--- src/rtl/mips32_fetch_queue.sv ---
// Instruction prefetch queue in front of the MIPS32 IF stage: req/ack fetch, {IR, NPC} FIFO, branch flush.
// Optional macro FETCHQ_BYPASS_EN: a transfer into an empty queue is presented on deq_* in the same cycle.
module mips32_fetch_queue #(
    parameter int unsigned DEPTH = 4,
    parameter int unsigned AW    = 32
) (
    input  logic                   clk1,
    input  logic                   rst_n,
    output logic                   imem_req,
    output logic [AW-1:0]          imem_addr,
    input  logic                   imem_ack,
    input  logic [31:0]            imem_rdata,
    input  logic                   redirect,
    input  logic [AW-1:0]          redirect_pc,
    input  logic                   halt,
    output logic                   deq_valid,
    input  logic                   deq_ready,
    output logic [31:0]            deq_ir,
    output logic [AW-1:0]          deq_npc,
    output logic [$clog2(DEPTH):0] count
);
    localparam int unsigned PW = $clog2(DEPTH);
    localparam int unsigned CW = PW + 1;
    localparam logic [CW-1:0] FULL = CW'(DEPTH);

    logic          r_req;
    logic [AW-1:0] r_addr;
    logic [AW-1:0] r_fpc;
    logic          r_drop;
    logic [31:0]   r_ir  [DEPTH];
    logic [AW-1:0] r_npc [DEPTH];
    logic [PW-1:0] r_wp;
    logic [PW-1:0] r_rp;
    logic [CW-1:0] r_cnt;

    logic          w_xfer;
    logic [AW-1:0] w_npc;
    logic          w_empty;
    logic          w_byp;
    logic          w_push;
    logic          w_pop;
    logic [CW-1:0] w_cnt_next;
    logic          w_issue;
    logic [AW-1:0] w_fpc_next;

    assign w_xfer  = r_req & imem_ack;
    assign w_npc   = r_addr + AW'(1);
    assign w_empty = (r_cnt == '0);

`ifdef FETCHQ_BYPASS_EN
    assign w_byp     = w_empty & ~r_drop & ~redirect & w_xfer;
    assign deq_valid = ~w_empty | w_byp;
    assign deq_ir    = w_byp ? imem_rdata : r_ir[r_rp];
    assign deq_npc   = w_byp ? w_npc : r_npc[r_rp];
`else
    assign w_byp     = 1'b0;
    assign deq_valid = ~w_empty;
    assign deq_ir    = r_ir[r_rp];
    assign deq_npc   = r_npc[r_rp];
`endif

    // A bypassed word that the consumer takes is never written to the FIFO.
    assign w_push = w_xfer & ~r_drop & ~redirect & ~(w_byp & deq_ready);
    assign w_pop  = ~w_empty & deq_ready & ~redirect;

    always_comb begin
        w_cnt_next = r_cnt;
        if (redirect) begin
            w_cnt_next = '0;
        end else begin
            w_cnt_next = r_cnt + CW'(w_push) - CW'(w_pop);
        end
    end

    assign w_fpc_next = w_xfer ? w_npc : r_fpc;
    assign w_issue    = (~r_req | w_xfer) & ~halt & ~redirect & ~r_drop & (w_cnt_next < FULL);

    // While drop is set, fpc already holds the redirect target; the discarded transfer must not advance it.
    always_ff @(posedge clk1 or negedge rst_n) begin
        if (!rst_n) begin
            r_req  <= 1'b0;
            r_addr <= '0;
            r_fpc  <= '0;
            r_drop <= 1'b0;
        end else begin
            if (redirect) begin
                r_fpc  <= redirect_pc;
                r_drop <= r_req & ~w_xfer;
            end else if (w_xfer) begin
                r_drop <= 1'b0;
                if (!r_drop) begin
                    r_fpc <= w_npc;
                end
            end
            if (w_issue) begin
                r_req  <= 1'b1;
                r_addr <= w_fpc_next;
            end else if (w_xfer) begin
                r_req <= 1'b0;
            end
        end
    end

    always_ff @(posedge clk1 or negedge rst_n) begin
        if (!rst_n) begin
            r_ir  <= '{default: '0};
            r_npc <= '{default: '0};
            r_wp  <= '0;
            r_rp  <= '0;
            r_cnt <= '0;
        end else if (redirect) begin
            r_wp  <= '0;
            r_rp  <= '0;
            r_cnt <= '0;
        end else begin
            if (w_push) begin
                r_ir[r_wp]  <= imem_rdata;
                r_npc[r_wp] <= w_npc;
                r_wp        <= r_wp + PW'(1);
            end
            if (w_pop) begin
                r_rp <= r_rp + PW'(1);
            end
            r_cnt <= w_cnt_next;
        end
    end

    assign imem_req  = r_req;
    assign imem_addr = r_addr;
    assign count     = r_cnt;

endmodule

--- config.mk ---
export PLATFORM = sky130hd
export DESIGN_NAME = mips32_fetch_queue
export DESIGN_NICKNAME = d
export VERILOG_FILES = /design/src/rtl/mips32_fetch_queue.sv
export SDC_FILE = /design/constraint.sdc
export NUM_CORES = 1
export LEC_CHECK = 0
export CAP_MARGIN = 20
export CORE_UTILIZATION = 40
export DETAILED_ROUTE_END_ITERATION = 8
export GPL_TIMING_DRIVEN = 0
export HOLD_SLACK_MARGIN = 0.03
export PLACE_DENSITY = 0.71
export SETUP_SLACK_MARGIN = 0.3
export SLEW_MARGIN = 20
export SYNTH_ARGS = -nofsm -noshare
export SYNTH_HDL_FRONTEND = slang
export SYNTH_SLANG_ARGS = --single-unit
--- constraint.sdc ---
create_clock -name clk1 -period 8.22 [get_ports clk1]
set_clock_uncertainty 0.1 [all_clocks]
set_input_delay 2.055 -clock clk1 [delete_from_list [all_inputs] [get_ports clk1]]
set_output_delay 2.055 -clock clk1 [all_outputs]
set_load 0.05 [all_outputs]
==> key figures <==
Timing
  – Max-slew headroom: 0.270
  – Hold_ws: 0.375 ns
  – Fin. max-slew vios: 0
  – Worst-Margin Slew: 1.09 ns
  – Post-layout min period: 6.52 ns
  – Unrepaired setup endpoints after global routing: no
  – Fin crit share: 0.793
  – Setup ws final: 1.70 ns
  – Setup violators final: 0
  – Fin Setup TNS: 0 ns
  – Fmax achieved: 153 MHz
  – Final hold vios: 0

Worst setup path
  – Setup crit start kind: input pin
  – CP max-delay cell: o2111ai_1
  – Most used cell, CP: inv_1
  – Slowest stage delay, CP: 0.74 ns
  – Crit-path max FO: 10
  – CP endpoint kind: flop
  – WP data arrival: 6.80 ns
  – Crit Path Category: in -> reg
  – Crit path cell chain: clkdlybuf4s50_1 -> nand3b_1 -> nor2_1 -> inv_1 -> clkbuf_1 -> ha_1 -> inv_1 -> ha_1 -> inv_1 -> fa_1 -> xnor3_1 -> o2111ai_1 -> clkbuf_1 -> a21oi_1 -> a2bb2oi_1
  – Req. time, crit path: 8.50 ns

Drt
  – 1st-pass router iterations: 5
  – Antenna Nets Post-Route: 0
  – Initial drt markers: 835
  – Via Count: 11,345
  – Routed WL: 43,000 um
  – Avg WL per Cell: 21.3 um
  – Vias per cell: 5.61
  – Drt drc: 0

Floorplanning
  – IO Count: 171
  – Core footprint: 37,600 um2
  – Die ar.: 38,800 um2
  – Die W: 197 um
  – Initial Util: 0.405
  – Die Ht: 197 um
  – Site Rows: 71

Layout
  – Multi-input gate area: 6540 um2
  – Fillcell total: 3,355
  – Layout Cells excl Fill: 2,021
  – Antenna Cells: 0
  – Nets: 1,561
  – Reg area: 8230 um2
  – Share of post-route cells with drive strength above 1: 0.197
  – P&R area growth vs syn: 24.0%

Power
  – Total power: 6930 uW
  – Power density over cell area: 368 nW/um2
  – VDD IR max: 0.312 mV
  – Static Leak: 0.00816 uW

Synth
  – Gate Count Post-Synth: 1,272
  – Mapped cell area: 15,200 um2
  – Synth Flop Type: dfrtp_1
  – Synth unique cells: 65
  – Asr flop ratio synth: 1.00
  – Synthesized area per cell: 12.0 um2
  – Post-synth top area share: 0.541
  – Number of synthesized register bits: 329
  – Yosys top cell by area: dfrtp_1
  – Syn. warnings: 0
  – Post-synthesis sequential area ratio: 0.541
  – Post-synth EDFFs: 0
  – Top cells by area, synth: dfrtp_1 54%, mux2_2 9.8%, mux4_2 9.5%
  – Syn nets: 1,350

Clock network
  – CTS sink cnt: 329
  – Max clock buf depth: 3
  – Postcts setup bufs: 0
  – Cts bufs inserted: 37
  – Clock Latency Late Sink: 0.53 ns
  – Cts hold-fix bufs: 0
  – Clock transition at the registers of the reported paths: 0.06 ns
  – CTS Root Cell: clkbuf_16
  – Post-CTS sizing: 0
  – H-tree depth: 2
  – CTS tree: built

Run
  – Max-cap violations: 0

Global routing
  – Overflow left after global routing: 0
  – Initial antenna violation count: 0
  – Largest net degree at the start of global routing: 104
  – Vias in the first global route: 11,832
  – Total global-route track usage: 0.227
  – First-pass GRT wire length: 67,600 um

Place
  – DP Wirelength: 30,200 um
  – Post-placement cell count: 1,955
  – Final GP Congestion: 0.974
  – Pre-CTS setup slack: 1.28 ns
  – IO Port Bufs: 169

Worst hold path
  – Worst Hold Class: reg -> reg

Run status
  – Status: completed
## flip-flops by register name, summed over array words and instances (netlist names)
name / count
r_ir: 128
r_npc: 128
imem_addr: 32
r_fpc: 32
count: 3
r_rp: 2
r_wp: 2
imem_req: 1
r_drop: 1
## logic make-up after synthesis
kind of cell | Yosys count | share of synthesized area
AOI/OAI and AO/OA | 261 | 0.102
xor gates and xnor gates | 32 | 0.0193
adders and majority gates | 8 | 0.00707
buffers and inverters | 109 | 0.0285
DFF | 329 | 0.541
muxes | 199 | 0.194
and+or+nand+nor | 334 | 0.107
## routing by layer
metal,global-route usage,vias to the layer above,share of wire
met3,0.0448,83,0.077
met4,0.0683,0,0.026
met5,0,-,0
met2,0.368,455,0.47
li1,-,5020,-
met1,0.309,5787,0.42
## where the power goes
| group | total [uW] | switching (uW) | leakage [uW] | internal (uW) |
|---|---|---|---|---|
| Sequential | 2230 | 278 | 0.00435 | 1950 |
| Clock | 1660 | 669 | 0.000609 | 993 |
| Combinational | 3040 | 1940 | 0.00321 | 1100 |
## through the flow
stage          utilization  cell area (um2)
3_3_place_gp         0.467            17500
3_5_place_dp         0.469            17600
6_report             0.502            18900
5_1_grt              0.502            18900
2_1_floorplan            -            15200
4_1_cts              0.502            18900
## worst paths after layout
check / start / endpoint / slack [ns] / cells after the start
hold reg to reg: r_npc[75] / r_npc[75] / 0.38 / 2
max in group asynchronous: rst_n / r_npc[44] / 5.30 / 3
min in group asynchronous: rst_n / r_ir[112] / 1.39 / 1
setup reg to reg: imem_req / imem_addr[18] / 3.34 / 14
setup / recovery: imem_ack / imem_addr[18] / 1.70 / 15
hold / removal: r_npc[75] / r_npc[75] / 0.38 / 2
## cell usage after synthesis (5+ instances only)
cell type	instances
dfrtp_1	329
nand2_1	187
mux2_2	132
o21ai_0	131
clkbuf_1	68
mux4_2	64
nor2_1	47
a21oi_1	36
nand3_1	24
buf_1	17
xor2_1	16
xnor2_1	15
a211oi_1	14
nand4_1	13
a21o_1	12
o21ai_1	12
inv_1	11
buf_2	10
nor3_1	10
nor3b_1	10
a2bb2oi_1	8
o22ai_1	8
ha_1	7
o221ai_1	7
o31ai_1	6
and3_1	5
## cell usage in the layout (no fill, tap or decap), drive strengths merged, types with 26 or more instances in the layout
| cell type | instances |
|---|---|
| nand2 | 188 |
| nand3 | 26 |
| clkbuf | 120 |
| buf | 33 |
| a21oi | 36 |
| mux2 | 132 |
| mux4 | 64 |
| dfrtp | 329 |
| clkdlybuf4s50 | 168 |
| o21ai | 143 |
| nor2 | 47 |
## cell type report
type,count,share of cell area
buffer,98,0.0208
sequential,329,0.437
clock buffer,51,0.0579
clock inverter,15,0.00730
inverter,11,0.00219
timing repair buffer,172,0.0943
tap,511,0.0339
multi-input combinational,834,0.347
## worst max-delay path, delay by kind of cell
kind	cells	cell delay (ns)
AO/OA/AOI/OAI	3	1.01
XOR/XNOR	1	0.25
adder cells (fa/ha/maj)	3	0.86
buffers and inverters	6	1.88
AND/OR/NAND/NOR	2	0.74
Note: power is estimated with default switching activity, not from simulation.
